$ cat src/rtl/jpeg_pkg.sv
// Shared JPEG entropy-front-end definitions: zigzag scan tables, token
// struct, scan FSM states and default coefficient/amplitude widths.
// Used by the Cb zigzag/RLE block and reusable by the Y/Cr paths.
package jpeg_pkg;

    localparam int COEF_W_DFLT = 11;
    localparam int AMP_W_DFLT  = 12;

    // Zigzag index -> (row, col) of the 8x8 block.
    localparam logic [2:0] ZIGZAG_ROW [64] = '{
        3'd0, 3'd0, 3'd1, 3'd2, 3'd1, 3'd0, 3'd0, 3'd1,
        3'd2, 3'd3, 3'd4, 3'd3, 3'd2, 3'd1, 3'd0, 3'd0,
        3'd1, 3'd2, 3'd3, 3'd4, 3'd5, 3'd6, 3'd5, 3'd4,
        3'd3, 3'd2, 3'd1, 3'd0, 3'd0, 3'd1, 3'd2, 3'd3,
        3'd4, 3'd5, 3'd6, 3'd7, 3'd7, 3'd6, 3'd5, 3'd4,
        3'd3, 3'd2, 3'd1, 3'd2, 3'd3, 3'd4, 3'd5, 3'd6,
        3'd7, 3'd7, 3'd6, 3'd5, 3'd4, 3'd3, 3'd4, 3'd5,
        3'd6, 3'd7, 3'd7, 3'd6, 3'd5, 3'd6, 3'd7, 3'd7
    };
    localparam logic [2:0] ZIGZAG_COL [64] = '{
        3'd0, 3'd1, 3'd0, 3'd0, 3'd1, 3'd2, 3'd3, 3'd2,
        3'd1, 3'd0, 3'd0, 3'd1, 3'd2, 3'd3, 3'd4, 3'd5,
        3'd4, 3'd3, 3'd2, 3'd1, 3'd0, 3'd0, 3'd1, 3'd2,
        3'd3, 3'd4, 3'd5, 3'd6, 3'd7, 3'd6, 3'd5, 3'd4,
        3'd3, 3'd2, 3'd1, 3'd0, 3'd1, 3'd2, 3'd3, 3'd4,
        3'd5, 3'd6, 3'd7, 3'd7, 3'd6, 3'd5, 3'd4, 3'd3,
        3'd2, 3'd3, 3'd4, 3'd5, 3'd6, 3'd7, 3'd7, 3'd6,
        3'd5, 3'd4, 3'd5, 3'd6, 3'd7, 3'd7, 3'd6, 3'd7
    };

    typedef enum logic [2:0] {
        ST_IDLE,
        ST_DC,
        ST_SCAN,
        ST_EMIT,
        ST_DONE
    } state_t;

    typedef struct packed {
        logic                  is_dc;
        logic                  eob;
        logic [3:0]            run;
        logic [3:0]            size;
        logic [AMP_W_DFLT-1:0] amp;
    } token_t;

    function automatic token_t make_tok(input logic is_dc, input logic eob,
                                        input logic [3:0] run, input logic [3:0] size,
                                        input logic [AMP_W_DFLT-1:0] amp);
        token_t t;
        t.is_dc = is_dc;
        t.eob   = eob;
        t.run   = run;
        t.size  = size;
        t.amp   = amp;
        return t;
    endfunction

endpackage

$ cat src/rtl/jpeg_mag_category.sv
// JPEG magnitude category: signed value -> {size, amplitude bits}.
// Ports: val_i signed input; size_o = bit length of |val_i|; amp_o = val_i
// for positive, (val_i-1) masked to size_o bits for negative. Purely combinational.
module jpeg_mag_category #(
    parameter int AMP_W = 12
) (
    input  logic signed [AMP_W-1:0] val_i,
    output logic        [3:0]       size_o,
    output logic        [AMP_W-1:0] amp_o
);

    logic [AMP_W-1:0] uval;
    logic [AMP_W-1:0] abs_v;
    logic [AMP_W-1:0] mask;

    always_comb begin
        uval   = val_i;
        abs_v  = val_i[AMP_W-1] ? (~uval + 1'b1) : uval;
        size_o = '0;
        for (int i = 0; i < AMP_W; i++) begin
            if (abs_v[i]) size_o = 4'(i + 1);
        end
        mask = '0;
        for (int i = 0; i < AMP_W; i++) begin
            mask[i] = (i < int'(size_o));
        end
        // Negative values use one's-complement style amplitude bits.
        amp_o = val_i[AMP_W-1] ? ((uval - 1'b1) & mask) : uval;
    end

endmodule

$ cat src/rtl/cb_zigzag_rle.sv
// Cb zigzag scanner and run-length tokenizer: captures an 8x8 block, emits
// DC-difference then AC (run,size,amp) tokens with ZRL/EOB over valid/ready.
// Ports: clk/rst (sync, active-high); enable/Q/in_ready block input;
// out_valid/out_ready token stream with out_is_dc/run/size/amp/eob;
// block_done pulse. Optional CB_RLE_STATS_EN adds nz_count output.
module cb_zigzag_rle
    import jpeg_pkg::*;
#(
    parameter int COEF_W = COEF_W_DFLT,
    parameter int AMP_W  = AMP_W_DFLT
) (
    input  logic                            clk,
    input  logic                            rst,
    input  logic                            enable,
    input  logic signed [0:7][0:7][COEF_W-1:0] Q,
    output logic                            in_ready,
    output logic                            out_valid,
    input  logic                            out_ready,
    output logic                            out_is_dc,
    output logic [3:0]                      out_run,
    output logic [3:0]                      out_size,
    output logic [AMP_W-1:0]                out_amp,
    output logic                            out_eob,
    output logic                            block_done
`ifdef CB_RLE_STATS_EN
    ,
    output logic [6:0]                      nz_count
`endif
);

    state_t                    state_q, state_d;
    logic signed [COEF_W-1:0]  coef_q [64];     // stored in zigzag order
    logic [5:0]                k_q, k_d;
    logic [5:0]                zrun_q, zrun_d;
    logic signed [AMP_W-1:0]   pred_q, pred_d;
    token_t                    tok_q, tok_d;
    logic                      last_q, last_d;  // token in tok_q ends the block

    logic signed [COEF_W-1:0]  cur;
    logic signed [AMP_W-1:0]   cur_ext, dc_ext, diff, cat_val;
    logic [3:0]                cat_size;
    logic [AMP_W-1:0]          cat_amp;
    logic                      accept;

    assign cur     = coef_q[k_q];
    assign cur_ext = {{(AMP_W-COEF_W){cur[COEF_W-1]}}, cur};
    assign dc_ext  = {{(AMP_W-COEF_W){coef_q[0][COEF_W-1]}}, coef_q[0]};
    assign diff    = dc_ext - pred_q;
    assign cat_val = (state_q == ST_DC) ? diff : cur_ext;
    assign accept  = enable && in_ready;

    // One categorizer serves both the DC difference and the AC coefficient.
    jpeg_mag_category #(.AMP_W(AMP_W)) u_cat (
        .val_i  (cat_val),
        .size_o (cat_size),
        .amp_o  (cat_amp)
    );

    always_ff @(posedge clk) begin
        if (rst) begin
            state_q <= ST_IDLE;
            k_q     <= '0;
            zrun_q  <= '0;
            pred_q  <= '0;
            tok_q   <= '0;
            last_q  <= 1'b0;
        end else begin
            state_q <= state_d;
            k_q     <= k_d;
            zrun_q  <= zrun_d;
            pred_q  <= pred_d;
            tok_q   <= tok_d;
            last_q  <= last_d;
        end
    end

    // Block storage needs no reset; it is always loaded before use.
    always_ff @(posedge clk) begin
        if (accept) begin
            for (int i = 0; i < 64; i++) begin
                coef_q[i] <= Q[ZIGZAG_ROW[i]][ZIGZAG_COL[i]];
            end
        end
    end

    always_comb begin
        state_d = state_q;
        k_d     = k_q;
        zrun_d  = zrun_q;
        pred_d  = pred_q;
        tok_d   = tok_q;
        last_d  = last_q;
        case (state_q)
            ST_IDLE, ST_DONE: begin
                state_d = enable ? ST_DC : ST_IDLE;
            end
            ST_DC: begin
                tok_d   = make_tok(1'b1, 1'b0, 4'd0, cat_size, cat_amp);
                last_d  = 1'b0;
                state_d = ST_EMIT;
            end
            ST_SCAN: begin
                if (cur == '0) begin
                    if (k_q == 6'd63) begin
                        // Trailing zeros: any pending ZRLs collapse into EOB.
                        tok_d   = make_tok(1'b0, 1'b1, 4'd0, 4'd0, '0);
                        last_d  = 1'b1;
                        state_d = ST_EMIT;
                    end else begin
                        zrun_d = zrun_q + 6'd1;
                        k_d    = k_q + 6'd1;
                    end
                end else if (zrun_q >= 6'd16) begin
                    // ZRL, then re-examine the same coefficient.
                    tok_d   = make_tok(1'b0, 1'b0, 4'd15, 4'd0, '0);
                    zrun_d  = zrun_q - 6'd16;
                    last_d  = 1'b0;
                    state_d = ST_EMIT;
                end else begin
                    tok_d   = make_tok(1'b0, 1'b0, zrun_q[3:0], cat_size, cat_amp);
                    zrun_d  = '0;
                    k_d     = k_q + 6'd1;
                    last_d  = (k_q == 6'd63);
                    state_d = ST_EMIT;
                end
            end
            ST_EMIT: begin
                if (out_ready) begin
                    if (tok_q.is_dc) begin
                        pred_d  = dc_ext;
                        k_d     = 6'd1;
                        zrun_d  = '0;
                        state_d = ST_SCAN;
                    end else begin
                        state_d = last_q ? ST_DONE : ST_SCAN;
                    end
                end
            end
            default: state_d = ST_IDLE;
        endcase
    end

    always_comb begin
        in_ready   = (state_q == ST_IDLE) || (state_q == ST_DONE);
        out_valid  = (state_q == ST_EMIT);
        block_done = (state_q == ST_DONE);
        out_is_dc  = tok_q.is_dc;
        out_eob    = tok_q.eob;
        out_run    = tok_q.run;
        out_size   = tok_q.size;
        out_amp    = tok_q.amp;
    end

`ifdef CB_RLE_STATS_EN
    logic [6:0] nz_q, nz_d, stats_q, stats_d;

    always_ff @(posedge clk) begin
        if (rst) begin
            nz_q    <= '0;
            stats_q <= '0;
        end else begin
            nz_q    <= nz_d;
            stats_q <= stats_d;
        end
    end

    // Count nonzeros as they are tokenized; publish when the block completes.
    always_comb begin
        nz_d    = nz_q;
        stats_d = stats_q;
        if (state_q == ST_DC) begin
            nz_d = (coef_q[0] != '0) ? 7'd1 : 7'd0;
        end else if (state_q == ST_SCAN && cur != '0 && zrun_q < 6'd16) begin
            nz_d = nz_q + 7'd1;
        end
        if (state_q == ST_EMIT && out_ready && last_q && !tok_q.is_dc) begin
            stats_d = nz_q;
        end
    end

    assign nz_count = stats_q;
`endif

endmodule

$ cat config.mk
export PLATFORM = sky130hd
export DESIGN_NAME = cb_zigzag_rle
export DESIGN_NICKNAME = d
export VERILOG_FILES = /design/src/rtl/jpeg_pkg.sv /design/src/rtl/jpeg_mag_category.sv /design/src/rtl/cb_zigzag_rle.sv
export SDC_FILE = /design/constraint.sdc
export NUM_CORES = 1
export LEC_CHECK = 0
export CAP_MARGIN = 25
export CORE_ASPECT_RATIO = 0.5
export CORE_MARGIN = 2
export CORE_UTILIZATION = 25
export CTS_CLUSTER_DIAMETER = 30
export DETAILED_ROUTE_END_ITERATION = 6
export PLACE_DENSITY = 0.56
export SLEW_MARGIN = 15
export SYNTH_ARGS = -nofsm -noshare
export SYNTH_HDL_FRONTEND = slang
export SYNTH_SLANG_ARGS = --single-unit
$ cat constraint.sdc
create_clock -name clk -period 49.7 [get_ports clk]
set_clock_uncertainty 0.05 [all_clocks]
set_input_delay 9.94 -clock clk [delete_from_list [all_inputs] [get_ports clk]]
set_output_delay 9.94 -clock clk [all_outputs]
set_load 0.05 [all_outputs]
==> run metrics <==
run status=finished clean; Port-buffer cells=732; # DRC=0; ys flop type=edfxtp_1; fin cells=4402; Net Sw Frac=25.4%; Worst Tran Pin Value=1190 ps; flop and latch count out of synthesis=759; Setup WS post-layout=36410 ps; WL final=113 mm; Synth area leader=edfxtp_1; DR pass1 iterations=6; Cell Rows=91; I/O Pins=733; CP top delay family=buffers and inverters; largest family of logic cells by synthesized area=multiplexers; largest net degree at the start of global routing=170; worst rel slew slack=20.3%; peak fanout along the critical path=169; CTS clk-pin slew, worst paths=60 ps; CTS Buf Count=111; register area share after synthesis=71.7%; Post-Synthesis Cells=1807; DR iter-0 viols=1957; fillcell total=11800; Reg power frac=43.7%; MaxCap Viol Count=0; routed vias=20000; YS warnings=0; CTS tree=done; Mean Syn Cell Area=17.2 um^2; Die Width=502 um; Hold Fails Final Rpt=0; via/cell ratio=4.55; CP Data Arrival Time=13560 ps; EDFF count, synth=704; switching pwr=0.443 mW; GRT Overall Usage=17.3%; synth top area cells=edfxtp_1 68%, mux4_2 6.8%, mux2i_1 5.5%; synth-to-layout area growth=42.4%; Peak Freq=75.2 MHz; post-CTS setup buffers=0; Synth Area in Simple Gates=5.39%; routed len/inst=25.8 um; DIE AREA=127000 um^2; Sink Count=759; ys async rst share=0%; crit start category=input pin; DP Cell Count=4152; Internal=1.30 mW; Comb pwr share=10.5%; hold_buf cts=0; commonest cells after routing, fill and taps aside=731 x clkdlybuf4s50_1, 704 x edfxtp_1, 171 x mux2i_1, 114 x nand2_1, 113 x clkbuf_16; GP Congestion=0.847; clock root buffer=clkbuf_16; slowest CP cell=buf_4; CP peak stage delay=900 ps; H-Tree Depth=3; global-route wire length before repair=153 mm; most common cell after layout, fill and taps aside=clkdlybuf4s50_1; Antenna Violating Nets Remaining=0; Initial Utilization=25.2%; Crit Path Category=input pin to flip-flop; worst vdd ir=0.0248 mV; GR Layer Usage met1=21.4%; Leakage Power=14.2 nW; hold slack=394 ps; GR Util met3=3.23%; core area=123000 um^2; CP Cell Sequence=clkdlybuf4s50_1, and2_4, buf_12, buf_4, buf_4; GRT overflow=0; crit-path most repeated cell=buf_4; vias in the first global route=20500; # setup viols final=0; Setup crit end kind=flip-flop; syn nets=2530; global routing usage on met2=30.1%; total negative setup slack=0 ps; DP HPWL=85.7 mm; clk buf depth=3; RSZ-0062 raised after global routing=no; XOR/XNOR share of the synthesized area=0.674%; Hold Crit Class=flip-flop to flip-flop; synthesized area=31000 um^2; post-synthesis compound-gate area fraction=6.12%; post-route minimum period=13290 ps; worst slack at placement=35540 ps; multiplexer share of the synthesized area=13.5%; clock share of power=45.7%; antenna violations before repair=52; share of cells above drive strength 1=13.7%; layer with the highest usage=met2; post-synth top area share=68.2%; final-stage net count=3316; Die Height=253 um; later-pin clock latency in the skew report=730 ps; pwr/cell area=39.5 nW/um^2; final period utilization=26.7%; Synth Area in Adders=0.629%; Worst Path Required=49970 ps; PostCTS Resize Cnt=0; max-slew violation count=0; CP bufs+invs=4; Distinct cells, synth=86
## worst min-delay path: stages, from the launching register on
cell and delay, ps:
dfxtp_1 310, nand2_1 50, nand2_1 40
## layer usage
layer  up-vias  part of all wire [%]
met5         -                 0.044
met4         8                   2.8
met3       183                   5.1
met2       704                    52
met1     10200                    40
li1       8949                     -
## cells in the mapped netlist, drive strengths merged, types with 17 or more instances
cell type / n
buf: 58
nand3: 46
mux2i: 171
a22oi: 72
inv: 21
clkbuf: 39
o21ai: 27
nand2: 115
edfxtp: 704
mux4: 102
nor3: 24
dfxtp: 55
nor2b: 17
a21oi: 58
nor2: 55
## final timing paths
kind | startpoint | endpoint | slack, ps | cells after the start
min reg2reg | out_amp[6]$_SDFFE_PP0P_ | out_amp[6]$_SDFFE_PP0P_ | 390 | 2
max | enable | coef_q[42][6]$_DFFE_PP_ | 36410 | 5
min | out_amp[6]$_SDFFE_PP0P_ | out_amp[6]$_SDFFE_PP0P_ | 390 | 2
max reg2reg | flip-flop | out_amp[3]$_SDFFE_PP0P_ | 42470 | 14
## power by group through the flow
stage               registers, mW  logic, mW  clock network (mW)
global placement            0.774      0.180                   0
CTS                         0.762      0.183               0.812
detailed placement          0.775      0.182                   0
finish                      0.762      0.183               0.797
floorplan                   0.804     0.0830                   0
global route                0.765      0.196               0.841
## final cells by class
cell class | instances | area, um^2 | area share (%)
diodes | 37 | 92.6 | 0.210
clock buffers | 120 | 2850 | 6.46
clock inverters | 91 | 963 | 2.18
inverters | 22 | 82.6 | 0.187
multi-input cells | 929 | 8170 | 18.5
flip-flops and latches | 759 | 22300 | 50.4
well taps | 1674 | 2090 | 4.74
repair buffers | 770 | 7660 | 17.3
## metrics by stage
step                      power [mW]  utilization, %  instance area (um^2)
after global placement         0.954            32.6                 40200
after global routing            1.80            35.8                 44200
after detailed placement       0.958            32.7                 40200
after CTS                       1.76            35.8                 44000
final                           1.74            35.9                 44200
after floorplan                0.887               -                 31000
## sequential cells by signal, indices dropped and copies added, names as in the netlist, named ones only
signal     flops
pred_q        11
zrun_q         6
out_eob        1
last_q         1
out_size       4
out_run        4
out_is_dc      1
coef_q       704
k_q            6
state_q        3
out_amp       12
## cells by family after synthesis
| logic type | Yosys count |
|---|---|
| AOI/OAI and AO/OA | 270 |
| buffers and inverters | 119 |
| muxes | 285 |
| adders and majority gates | 15 |
| and+or+nand+nor | 336 |
| xor gates and xnor gates | 23 |
| DFF | 759 |
No activity file was read; power rests on OpenSTA's default activity.
